===== src/rtl/serial_add_sub.sv =====
// ---------------------------------------------------------------------------
// serial_add_sub
//   Bit-serial two's-complement adder/subtractor. Two WIDTH-bit operands and
//   an add/sub select are latched on a start request. One bit pair per clock
//   then goes through a single add_sub cell, LSB first. The cell's carry is
//   held in a flop between bits, and the sum bits are shifted into the result
//   register from the top. After WIDTH bit-cycles the block presents the full
//   result, the carry out of the MSB and the signed overflow flag.
//
// Ports
//   clk      : rising-edge clock
//   rst_n    : asynchronous active-low reset
//   start    : begin an operation (only honoured while idle)
//   a, b     : operands (a - b when sel=1)
//   sel      : 0 = add, 1 = subtract
//   busy     : high while bits are being processed
//   done     : one-cycle pulse when result/cout/overflow become valid
//   result   : sum or difference, valid while busy is low
//   cout     : carry out of the MSB (1 = no borrow for subtraction)
//   overflow : signed overflow of the last operation
// ---------------------------------------------------------------------------

// Single-bit full adder with b conditionally inverted. When sel=1 the cell
// adds ~b, and the sequencer supplies the +1 through the initial carry.
module add_sub (
    input  logic a,
    input  logic b,
    input  logic cin,
    input  logic sel,
    output logic sum,
    output logic cout
);
    logic w_b;

    assign w_b  = b ^ sel;
    assign sum  = a ^ w_b ^ cin;
    assign cout = (a & w_b) | (a & cin) | (w_b & cin);
endmodule

module serial_add_sub #(
    parameter int WIDTH = 8
) (
    input  logic             clk,
    input  logic             rst_n,
    input  logic             start,
    input  logic [WIDTH-1:0] a,
    input  logic [WIDTH-1:0] b,
    input  logic             sel,
    output logic             busy,
    output logic             done,
    output logic [WIDTH-1:0] result,
    output logic             cout,
    output logic             overflow
);
    localparam int CW = $clog2(WIDTH);
    localparam logic [CW-1:0] LAST_BIT = CW'(WIDTH - 1);

    typedef enum logic {
        IDLE,
        RUN
    } state_t;

    state_t           r_state;
    logic [WIDTH-1:0] r_a_sh;
    logic [WIDTH-1:0] r_b_sh;
    logic             r_op;
    logic             r_carry;
    logic [CW-1:0]    r_cnt;
    logic [WIDTH-1:0] r_result;
    logic             r_cout;
    logic             r_overflow;
    logic             r_done;

    logic             w_sum;
    logic             w_cout;

    // The only combinational path: operand LSBs and carry flop through the
    // cell into the carry flop and the result MSB.
    add_sub u_cell (
        .a    (r_a_sh[0]),
        .b    (r_b_sh[0]),
        .cin  (r_carry),
        .sel  (r_op),
        .sum  (w_sum),
        .cout (w_cout)
    );

    // Sequencer: load operands on start, then process one bit per clock.
    // On the last bit the carry flop still holds the carry into the MSB and
    // the cell produces the carry out of it, so their XOR is signed overflow.
    always_ff @(posedge clk or negedge rst_n) begin
        if (!rst_n) begin
            r_state    <= IDLE;
            r_a_sh     <= '0;
            r_b_sh     <= '0;
            r_op       <= 1'b0;
            r_carry    <= 1'b0;
            r_cnt      <= '0;
            r_result   <= '0;
            r_cout     <= 1'b0;
            r_overflow <= 1'b0;
            r_done     <= 1'b0;
        end else begin
            r_done <= 1'b0;
            case (r_state)
                IDLE: begin
                    if (start) begin
                        r_a_sh  <= a;
                        r_b_sh  <= b;
                        r_op    <= sel;
                        // Initial carry of 1 completes ~b + 1 for subtraction.
                        r_carry <= sel;
                        r_cnt   <= '0;
                        r_state <= RUN;
                    end
                end
                RUN: begin
                    r_a_sh   <= r_a_sh >> 1;
                    r_b_sh   <= r_b_sh >> 1;
                    r_result <= {w_sum, r_result[WIDTH-1:1]};
                    r_carry  <= w_cout;
                    r_cnt    <= r_cnt + 1'b1;
                    if (r_cnt == LAST_BIT) begin
                        r_cout     <= w_cout;
                        r_overflow <= r_carry ^ w_cout;
                        r_done     <= 1'b1;
                        r_state    <= IDLE;
                    end
                end
                default: r_state <= IDLE;
            endcase
        end
    end

    assign busy     = (r_state == RUN);
    assign done     = r_done;
    assign result   = r_result;
    assign cout     = r_cout;
    assign overflow = r_overflow;
endmodule

===== config.mk =====
export PLATFORM = sky130hd
export DESIGN_NAME = serial_add_sub
export DESIGN_NICKNAME = d
export VERILOG_FILES = /design/src/rtl/serial_add_sub.sv
export SDC_FILE = /design/constraint.sdc
export NUM_CORES = 1
export LEC_CHECK = 0
export BUFFER_PORTS_ARGS = -buffer_cell sky130_fd_sc_hd__buf_4
export CAP_MARGIN = 20
export CORE_AREA = 2 2 58 60
export CTS_CLUSTER_DIAMETER = 40
export CTS_CLUSTER_SIZE = 12
export DETAILED_ROUTE_END_ITERATION = 10
export DIE_AREA = 0 0 60 62
export PLACE_DENSITY = 0.79
export REMOVE_ABC_BUFFERS = 1
export SETUP_SLACK_MARGIN = 0.1
export SLEW_MARGIN = 10
export SYNTH_ARGS = -nofsm -noshare
export SYNTH_HDL_FRONTEND = slang
export SYNTH_HIERARCHICAL = 1
export SYNTH_SLANG_ARGS = --single-unit

===== constraint.sdc =====
create_clock -name clk -period 1.9 [get_ports clk]
set_clock_uncertainty 0.15 [all_clocks]
set_input_delay 0.19 -clock clk [delete_from_list [all_inputs] [get_ports clk]]
set_output_delay 0.19 -clock clk [all_outputs]
set_load 0.1 [all_outputs]

==> results of run 1 <==
-- cell families after synthesis --
logic type                 Yosys count
DFF                                 33
muxes                               27
AOI/OAI and AO/OA                   21
and+or+nand+nor                     21
buffers and inverters               12
adders and majority gates            3
xor gates and xnor gates             2
-- layout by cell type, fill, tap and decap left out, drive strengths merged --
master,instances
a22o,2
and2,1
fa,1
mux2i,17
a21oi,2
ha,2
o21ai,17
xnor2,2
nand2,15
mux2,10
buf,33
inv,5
or3b,1
nor2,3
clkbuf,7
dfrtp,33
nand2b,1
dlygate4sd3,10
-- how the worst max path moves through the flow --
stage | start | endpoint | slack, ns | cells past startpoint
2_1_floorplan | busy | cout | -0.62 | 2
3_3_place_gp | r_b_sh[0] | result[7] | 0.38 | 4
3_5_place_dp | r_b_sh[0] | result[7] | 0.32 | 4
4_1_cts | busy | busy | 0.13 | 1
5_1_grt | busy | busy | 0.25 | 1
6_report | r_b_sh[0] | result[7] | 0.30 | 4
-- critical path, stage by stage (launching register included) --
cell and delay (ns):
dfrtp_1 0.41, xnor2_1 0.15, fa_1 0.49, inv_1 0.04, mux2_2 0.25
-- stage by stage --
step	setup slack, ns	area (um2)	setup TNS [ns]	instances	hold slack, ns
after floorplan	-0.6186	1395	-10.12	112	-0.2556
after CTS	0.1329	1826	0	205	0.001511
after detailed placement	0.3226	1700	0	191	0.003186
final	0.3003	1857	0	208	0.002253
after global placement	0.3799	1700	0	191	-0.006988
after global routing	0.2516	1857	0	208	0.006943
-- layout make-up --
| class | instances | area share |
|---|---|---|
| repair buffers | 43 | 0.1873 |
| clock buffers | 7 | 0.02965 |
| multi-input cells | 74 | 0.2965 |
| inverters | 5 | 0.01011 |
| flip-flops and latches | 33 | 0.4454 |
| well taps | 46 | 0.03100 |
-- flip-flops by register name, summed over array words and instances (netlist names) --
signal and cells:
r_a_sh 8, r_b_sh 8, result 8, r_cnt 3, busy 1, cout 1, done 1, overflow 1
r_carry 1, r_op 1
-- layer usage --
| layer | vias up | wire length [um] | track usage |
|---|---|---|---|
| li1 | 489 | - | - |
| met1 | 484 | 1156 | 0.1760 |
| met2 | 31 | 1250 | 0.2671 |
| met3 | 7 | 134 | 0.03934 |
| met4 | 0 | 63 | 0.1048 |
| met5 | - | 0 | 0 |
-- what timing repair did --
item	4_1_cts	5_1_grt
resized for setup	0	1
hold buffers	7	3
hold endpoints to repair	39	3
buffers inserted	0	0
endpoints found under the setup margin	0	1
==> summary.txt, run 1 <==
Run status
  • Outcome: finished clean

Setup path
  • Critical path peak fanout: 2
  • CP startpoint kind: register
  • Setup Crit Path Kind: reg2reg
  • R2R Setup Slk: roughly 0.30 ns
  • Reg2reg end: result[7]
  • FF-to-FF path depth: 4
  • Worst Path Arrival: about 1.7 ns
  • R2R Path Start: r_b_sh[0]
  • Worst setup EP type: register
  • CP required: just under 2 ns

Synth
  • Ys async rst share: 1.000
  • Syn Inst Count: approximately 120
  • Simple-gate area share of the yosys netlist: 0.06068
  • Count leader, synth: dfrtp_1
  • Xor and xnor area share after synthesis: 0.01197
  • Adder-cell share of the synthesized area: 0.03077
  • Synth cell types: 20
  • Area leader, netlist: dfrtp_1
  • Ranking of synthesized cells by area: dfrtp_1 (56%), mux2i_1 (12%), mux2_2 (7.7%)
  • Post-synthesis mux area share: 0.1932
  • Share of the yosys chip area belonging to registers: 0.5641
  • Synth Area in Compound Gates: 0.07949
  • Synth cell count leaders: dfrtp_1 (33), mux2i_1 (17), nand2_1 (15), mux2_2 (10), o21ai_0 (9)
  • Dominant synthesized flop cell: dfrtp_1
  • Largest family of logic cells by synthesized area: multiplexers
  • Post-synth EDFFs: 0
  • Yosys top cell area share: 0.5641
  • Ys Warns: 6
  • Seq cells post-synth: 33
  • Mapped Avg Cell Area: between 10 and 15 um2
  • Mapped cell area: between 0.001 and 0.0015 mm2

Drt
  • Iteration-0 DRC Markers: 26
  • Final WL: 2605 um
  • Drt wl/cell: between 10 and 15 um
  • Vias/cell: slightly below 5
  • TritonRoute pass-1 iters: 4
  • # DRC: 0
  • Detail Route Antenna Nets: 0
  • Vias: roughly 1000

Placement
  • Placer Congestion: between 0.6 and 0.7
  • PortBufs: 31
  • HPWL after detailed placement: around 1800 um

Clock network
  • CTS tree: yes
  • Worst-skew pair later-pin latency: approximately 0.33 ns
  • Clock buffer depth: 2
  • Inserted Clock Buffers: 5
  • CTS Sinks: 33
  • CTS clk-pin slew, worst paths: around 0.090 ns
  • H-tree Lvls: 2
  • CTS Root Cell: clkbuf_4

Floorplan
  • Initial core utilization: 0.4604
  • Std-Cell Rows: 21
  • DIE HEIGHT: ~62 um
  • Ports: 32
  • Die Footprint: between 0.003 and 0.004 mm2
  • Core Area: 0.003179 mm2
  • Die width: about 60 um

Finish
  • FF+latch area: around 830 um2
  • Multi-input logic area: 550.5 um2
  • ANT cells: 0
  • NumNets Final: between 150 and 200
  • Ratio of cells with drive above 1 in the final layout: 0.3148
  • Core Util, Final: 0.5840
  • Area delta synth->final: 26.84%
  • # fillers: slightly above 300

Global routing
  • Initial antenna violation count: 0
  • Number of global-route vias before repair: ~970
  • Grt ovf: 0
  • First-pass GRT wire length: about 4100 um
  • GRT Total Usage: 0.1574
  • Largest net degree at the start of global routing: 34

STA
  • Min Clock Period, post-route: 1.600 ns
  • Max-slew violation count: 0
  • Worst rel slew slack: 0.7308
  • Hold Vio Cnt, Final: 0
  • Period utilisation layout: 0.8419
  • Achievable clock frequency: 625.1 MHz
  • RSZ-0062 raised after global routing: no
  • Count of final setup violators: 0
  • Worst-Margin Slew: slightly above 0.4 ns

Min path
  • Hold Crit Depth: 3
  • WHS Endpoint: r_a_sh[5]
  • Worst Hold Launch: a[5]
  • Min-Delay Path Class: in2reg

Job
  • Max-cap violations: 0
Power of run 1 is not shown: default switching activity piles up to over one toggle a cycle in this logic, so the estimate is an artifact.
==> run 2: changes to the inputs <==
--- a/config.mk
+++ b/config.mk
@@ -5,14 +5,15 @@
 export SDC_FILE = /design/constraint.sdc
 export NUM_CORES = 1
 export LEC_CHECK = 0
+export ABC_AREA = 1
 export BUFFER_PORTS_ARGS = -buffer_cell sky130_fd_sc_hd__buf_4
 export CAP_MARGIN = 20
-export CORE_AREA = 2 2 58 60
+export CORE_AREA = 2 2 57 59
 export CTS_CLUSTER_DIAMETER = 40
 export CTS_CLUSTER_SIZE = 12
 export DETAILED_ROUTE_END_ITERATION = 10
-export DIE_AREA = 0 0 60 62
-export PLACE_DENSITY = 0.79
+export DIE_AREA = 0 0 59 61
+export PLACE_DENSITY = 0.81
 export REMOVE_ABC_BUFFERS = 1
 export SETUP_SLACK_MARGIN = 0.1
 export SLEW_MARGIN = 10
==> constraint.sdc (replaced) <==
create_clock -name clk -period 1.62 [get_ports clk]
set_clock_uncertainty 0.15 [all_clocks]
set_input_delay 0.162 -clock clk [delete_from_list [all_inputs] [get_ports clk]]
set_output_delay 0.162 -clock clk [all_outputs]
set_load 0.1 [all_outputs]
==> summary.txt, run 2 <==
Run status
  • Outcome: finished clean

Synth
  • Post-synth EDFFs: 0 (unchanged)
  • Synth cell count leaders: nand2_1 (72), dfrtp_1 (33), nand3_1 (31), inv_1 (10), buf_4 (5)
  • Share of the yosys chip area belonging to registers: 0.5719 (+0.007821)
  • Ys async rst share: 1.000 (unchanged)
  • Ys Warns: 6 (unchanged)
  • Mapped cell area: 0.001444 mm2 (-1.4%)
  • Yosys top cell area share: 0.5719 (+0.007821)
  • Seq cells post-synth: 33 (unchanged)
  • Dominant synthesized flop cell: dfrtp_1
  • Area leader, netlist: dfrtp_1
  • Count leader, synth: nand2_1
  • Ranking of synthesized cells by area: dfrtp_1 (57%), nand2_1 (19%), nand3_1 (11%)
  • Synth cell types: 14 (-30%)
  • Mapped Avg Cell Area: 8.544 um2 (-31%)
  • Syn Inst Count: 169 (+42%)

Drt
  • Detail Route Antenna Nets: 0 (unchanged)
  • Drt wl/cell: 11.93 um (-4.8%)
  • TritonRoute pass-1 iters: 4 (unchanged)
  • Vias/cell: 4.885 (+0.51%)
  • Final WL: 3018 um (+16%)
  • Vias: 1236 (+22%)
  • # DRC: 0 (unchanged)
  • Iteration-0 DRC Markers: 39 (+50%)

Placement
  • Placed instance count: 228 (+19%)
  • PortBufs: 31 (unchanged)
  • Placer Congestion: 0.7497 (+10%)
  • HPWL after detailed placement: 1951 um (+6.3%)

Pwr
  • Power per cell area: 2061 mW/mm2
  • Pwr Total: approximately 4 mW
  • Reg power frac: 0.351
  • Peak VDD IR: roughly 1.1 mV
  • Internal power: 1.928 mW
  • Static leakage: roughly 1.0 nW
  • Combinational share of power: 0.532
  • NetSw: slightly above 2 mW
  • Clock group share of total power: 0.117
  • Switching part of the total: 0.5162

Floorplan
  • DIE HEIGHT: 61 um (-1.6%)
  • Die Footprint: 0.003599 mm2 (-3.3%)
  • Die width: 59 um (-1.7%)
  • Std-Cell Rows: 20 (-4.8%)
  • Ports: 32 (unchanged)
  • Initial core utilization: 0.4890 (+0.02853)
  • Core Area: 0.002953 mm2 (-7.1%)

STA
  • RSZ-0062 raised after global routing: yes
  • Worst rel slew slack: 0.7341 (+0.003335)
  • Hold Vio Cnt, Final: 0 (unchanged)
  • Worst-Margin Slew: 0.3988 ns (-0.005002 ns)
  • Max-slew violation count: 0 (unchanged)
  • Achievable clock frequency: 683.3 MHz (+9.3%)
  • Period utilisation layout: 0.9034 (+0.06144)
  • Count of final setup violators: 0 (unchanged)
  • Min Clock Period, post-route: 1.463 ns (-0.1362 ns)

Global routing
  • GRT Total Usage: 0.1940 (+0.03663)
  • Grt ovf: 0 (unchanged)
  • Largest net degree at the start of global routing: 34 (unchanged)
  • First-pass GRT wire length: 5043 um (+23%)
  • Initial antenna violation count: 0 (unchanged)
  • Number of global-route vias before repair: 1150 (+19%)

Finish
  • # fillers: 258 (-15%)
  • NumNets Final: 243 (+31%)
  • Most common cell after layout, fill and taps aside: nand2_1
  • Ratio of cells with drive above 1 in the final layout: 0.2182 (-0.09663)
  • Area delta synth->final: 33.88%
  • Most frequent cells in the layout: nand2_1 (72), buf_4 (34), dfrtp_1 (32), nand3_1 (31), dlygate4sd3_1 (18)
  • ANT cells: 0 (unchanged)
  • Layout Cells excl Fill: 253 (+22%)
  • Core Util, Final: 0.6547 (+0.07064)

Clock network
  • CTS Sinks: 33 (unchanged)
  • CTS tree: yes
  • Inserted Clock Buffers: 5 (unchanged)
  • Worst-skew pair later-pin latency: 0.33 ns (about the same)
  • Clock buffer depth: 2 (unchanged)
  • CTS Root Cell: clkbuf_4
  • H-tree Lvls: 2 (unchanged)
  • CTS clk-pin slew, worst paths: 0.10 ns (about the same)

Job
  • Max-cap violations: 0 (unchanged)

Setup path
  • Cells along the critical path: inv_1, nand2_1, nand2_1, fa_2, inv_1, nand2_1, nand2_1
  • Worst Path Arrival: 1.54 ns (-0.13 ns)
  • Setup Crit Path Kind: reg2reg
  • Most frequent CP cell: nand2_1
  • CP required: 1.70 ns (-0.27 ns)
  • Worst setup EP type: register
  • Critical path peak fanout: 3 (+1)
  • CP startpoint kind: register
  • Slowest CP cell: fa_2
  • Crit path largest cell delay: 0.52 ns (+0.03 ns)

Min path
  • Min-Delay Path Class: in2reg
-- run 2: cell count changes in the layout (fill, tap and decap cells not counted), moves of 2 or more --
| cell | before | now |
|---|---|---|
| o21ai_1 | 7 | 1 |
| dlygate4sd3_1 | 10 | 18 |
| nand2_1 | 15 | 72 |
| mux2_2 | 10 | 0 |
| nand3_1 | 0 | 31 |
| a22o_1 | 2 | 0 |
| a21oi_1 | 2 | 0 |
| inv_2 | 0 | 3 |
| mux2i_1 | 17 | 0 |
| o21ai_0 | 9 | 4 |
| xnor2_1 | 2 | 0 |
| inv_1 | 5 | 9 |
-- run 2: worst max-delay path, delay by kind of cell, from the launching register on --
family	cells	cell delay, ns
adders and majority gates	1	0.52
buffers and inverters	2	0.09
DFF	1	0.39
and+or+nand+nor	4	0.22
-- run 2: final cells by class --
cell class                      instances  area [um2]  area share
Multi-Input combinational cell        115       518.0      0.2680
Inverter                               12       45.04     0.02330
Sequential cell                        33       827.0      0.4278
Tap cell                               33       41.29     0.02136
Timing Repair Buffer                   53       446.7      0.2311
Clock buffer                            7       55.05     0.02848
-- run 2: power groups by stage --
stage,clock network (mW),logic (mW),registers (mW)
5_1_grt,0.507,2.30,1.44
3_3_place_gp,0,2.04,1.39
6_report,0.467,2.12,1.40
4_1_cts,0.480,2.13,1.40
3_5_place_dp,0,2.08,1.41
2_1_floorplan,0,0.603,2.35
-- run 2: kinds of logic (layout without fill, tap and decap cells) --
kind of cell             count (synthesis)  after routing  share of synthesized area
AO/OA/AOI/OAI                            5              5                    0.01733
buffers and inverters                   21             72                    0.07107
adder cells (fa/ha/maj)                  3              3                    0.03119
flip-flops                              33             33                     0.5719
AND/OR/NAND/NOR                        107            107                     0.3085
-- run 2: worst paths after layout --
| path | slack [ns] | depth (start not counted) | to | from |
|---|---|---|---|---|
| worst max register to register | 0.16 | 7 | result[7] | r_op |
| min in group asynchronous | 0.15 | 2 | cout | rst_n |
| worst min register to register | 0.34 | 2 | r_cnt[1] | r_cnt[1] |
| worst min-delay path | 0.06 | 3 | r_b_sh[0] | start |
| max in group asynchronous | 0.86 | 2 | busy | rst_n |
| worst max-delay path | 0.16 | 7 | result[7] | r_op |
-- run 2: layer usage --
metal | track usage | vias to the layer above | share of wire
met3 | 0.06397 | 2 | 0.043
met4 | 0.07143 | 0 | 0.0040
li1 | - | 628 | -
met1 | 0.2222 | 575 | 0.44
met2 | 0.3397 | 31 | 0.51
met5 | 0 | - | 0
-- run 2: stage by stage --
stage | hold slack, ns | setup slack (ns) | cell area [um2] | setup TNS, ns
after floorplan | -0.2836 | -0.6473 | 1386 | -18.32
final | 0.05938 | 0.1565 | 1933 | 0
after global placement | -0.02640 | 0.2438 | 1690 | 0
after CTS | 0.04564 | 0.1298 | 1931 | 0
after detailed placement | -0.02676 | 0.1707 | 1690 | 0
after global routing | 0.06116 | 0.08122 | 1933 | 0
-- run 2: what timing repair did --
action | in CTS | in global routing
gates cloned | 0 | 0
setup endpoints to repair | 1 | 2
hold buffers | 18 | 0
gates resized for setup | 2 | 2
pin swaps | 0 | 0
endpoints found under the hold margin | 51 | 0
setup buffers | 0 | 0
Power figures use the tool's default switching activity.
==> run 3: changes to the inputs <==
--- a/config.mk
+++ b/config.mk
@@ -5,17 +5,16 @@
 export SDC_FILE = /design/constraint.sdc
 export NUM_CORES = 1
 export LEC_CHECK = 0
-export ABC_AREA = 1
 export BUFFER_PORTS_ARGS = -buffer_cell sky130_fd_sc_hd__buf_4
 export CAP_MARGIN = 20
-export CORE_AREA = 2 2 57 59
+export CORE_AREA = 2 2 58 60
 export CTS_CLUSTER_DIAMETER = 40
 export CTS_CLUSTER_SIZE = 12
 export DETAILED_ROUTE_END_ITERATION = 10
-export DIE_AREA = 0 0 59 61
-export PLACE_DENSITY = 0.81
+export DIE_AREA = 0 0 60 62
+export PLACE_DENSITY = 0.79
 export REMOVE_ABC_BUFFERS = 1
-export SETUP_SLACK_MARGIN = 0.1
+export SKIP_CTS_REPAIR_TIMING = 1
 export SLEW_MARGIN = 10
 export SYNTH_ARGS = -nofsm -noshare
 export SYNTH_HDL_FRONTEND = slang
==> summary.txt, run 3 (synthesized netlist as in run 1, its figures left out) <==
Setup path
  • R2R Path Start: r_op
  • Reg2reg end: result[7]
  • Critical path peak fanout: 2 (-1)
  • CP required: 1.69 ns (about the same)
  • Worst setup EP type: register
  • Setup Crit Path Kind: reg2reg
  • R2R Setup Slk: 0.06 ns (-0.09 ns)
  • Crit. Startpoint: r_op
  • FF-to-FF path depth: 4 (-3)
  • CP startpoint kind: register
  • Worst Path Arrival: 1.62 ns (+0.08 ns)

STA
  • Period utilisation layout: 0.9616 (+0.05823)
  • Achievable clock frequency: 641.9 MHz (-6.1%)
  • Worst rel slew slack: 0.7243 (-0.009851)
  • Setup TNS: 0 ns (unchanged)
  • Worst-Margin Slew: 0.4136 ns (+0.01478 ns)
  • RSZ-0062 raised after global routing: no
  • Count of final setup violators: 0 (unchanged)
  • Max-slew violation count: 0 (unchanged)
  • Hold Vio Cnt, Final: 4 (+4)
  • Setup ws final: 0.06218 ns (-0.09434 ns)
  • Min Clock Period, post-route: 1.558 ns (+0.09434 ns)
  • Final Hold Slack: -0.01477 ns (-0.07415 ns)

Drt
  • Iteration-0 DRC Markers: 19 (-51%)
  • Final WL: 2578 um (-15%)
  • TritonRoute pass-1 iters: 4 (unchanged)
  • # DRC: 0 (unchanged)
  • Vias: 996 (-19%)
  • Vias/cell: 4.676 (-4.3%)
  • Drt wl/cell: 12.10 um (+1.5%)
  • Detail Route Antenna Nets: 0 (unchanged)

Floorplan
  • Ports: 32 (unchanged)
  • DIE HEIGHT: 62 um (+1.6%)
  • Core Area: 0.003179 mm2 (+7.7%)
  • Die Footprint: 0.003720 mm2 (+3.4%)
  • Initial core utilization: 0.4604 (-0.02853)
  • Die width: 60 um (+1.7%)
  • Std-Cell Rows: 21 (+5.0%)

Min path
  • Hold Crit Depth: 3 (unchanged)
  • Min-Delay Path Class: in2reg
  • Worst Hold Launch: a[4]
  • WHS Endpoint: r_a_sh[4]

Finish
  • Most frequent cells in the layout: buf_4 (34), dfrtp_1 (33), mux2i_1 (17), nand2_1 (15), dlygate4sd3_1 (13)
  • # fillers: 279 (+8.1%)
  • Fin area: 0.001887 mm2 (-2.4%)
  • FF+latch area: 825.8 um2 (-0.15%)
  • Multi-input logic area: 550.5 um2 (+6.3%)
  • Most common cell after layout, fill and taps aside: buf_4
  • Area delta synth->final: 28.89%
  • ANT cells: 0 (unchanged)
  • NumNets Final: 189 (-22%)
  • Ratio of cells with drive above 1 in the final layout: 0.2994 (+0.08122)

Clock network
  • Clock buffer depth: 2 (unchanged)
  • CTS tree: yes
  • CTS Root Cell: clkbuf_4
  • CTS clk-pin slew, worst paths: 0.09 ns (about the same)
  • Inserted Clock Buffers: 5 (unchanged)
  • CTS Sinks: 33 (unchanged)
  • H-tree Lvls: 2 (unchanged)
  • Worst-skew pair later-pin latency: 0.32 ns (about the same)

Global routing
  • Number of global-route vias before repair: 945 (-18%)
  • First-pass GRT wire length: 4084 um (-19%)
  • Largest net degree at the start of global routing: 34 (unchanged)
  • Grt ovf: 0 (unchanged)
  • GRT Total Usage: 0.1542 (-0.03980)
  • Initial antenna violation count: 0 (unchanged)

Placement
  • Setup WS pre-CTS: 0.06909 ns (-0.1016 ns)
  • HPWL after detailed placement: 1760 um (-9.8%)
  • PortBufs: 31 (unchanged)
  • Placer Congestion: 0.6797 (-9.3%)
  • Dpl cell area: 0.001708 mm2 (+1.0%)

Run status
  • Outcome: complete, but fails checks
  • Failing checks: hold timing

Job
  • Max-cap violations: 0 (unchanged)
## run 3: changes by cell type in the layout (fill, tap and decap cells not counted), moves of 4 or more
cell	delta
nand3_1	-31
o21ai_0	+5
mux2i_1	+17
nand2_1	-57
inv_1	-4
o21ai_1	+6
dlygate4sd3_1	-5
mux2_2	+10
## run 3: cell type report
type / instances / share of cell area
clock buffer: 8 / 0.02586
inverter: 5 / 0.009947
multi-input combinational: 74 / 0.2918
sequential: 33 / 0.4377
tap: 46 / 0.03050
timing repair buffer: 47 / 0.2042
## run 3: metrics by stage
stage / util / instances
6_report: 0.5935 / 213
5_1_grt: 0.5935 / 213
4_1_cts: 0.5525 / 200
3_5_place_dp: 0.5372 / 192
3_3_place_gp: 0.5372 / 192
2_1_floorplan: - / 112
## run 3: worst max-delay path by stage
| stage | to | slack (ns) |
|---|---|---|
| detailed placement | result[7] | 0.07 |
| CTS | result[7] | 0.06 |
| global route | result[7] | 0.003 |
| finish | result[7] | 0.06 |
| floorplan | cout | -0.90 |
| global placement | result[7] | 0.1 |
## run 3: routing by layer
layer,share of wire,wire length [um],vias to the layer above,GRT usage
met2,0.50,1295,28,0.2593
met1,0.43,1104,464,0.1718
met3,0.054,139,6,0.06625
met5,0,0,-,0
li1,-,-,498,-
met4,0.016,40,0,0.06667
## run 3: critical path, cell delays in order, from the launching register on
cell	delay, ns
dfrtp_1	0.40
xnor2_1	0.14
fa_1	0.47
inv_1	0.04
mux2_2	0.25
Power of run 3 is left out for the same reason.
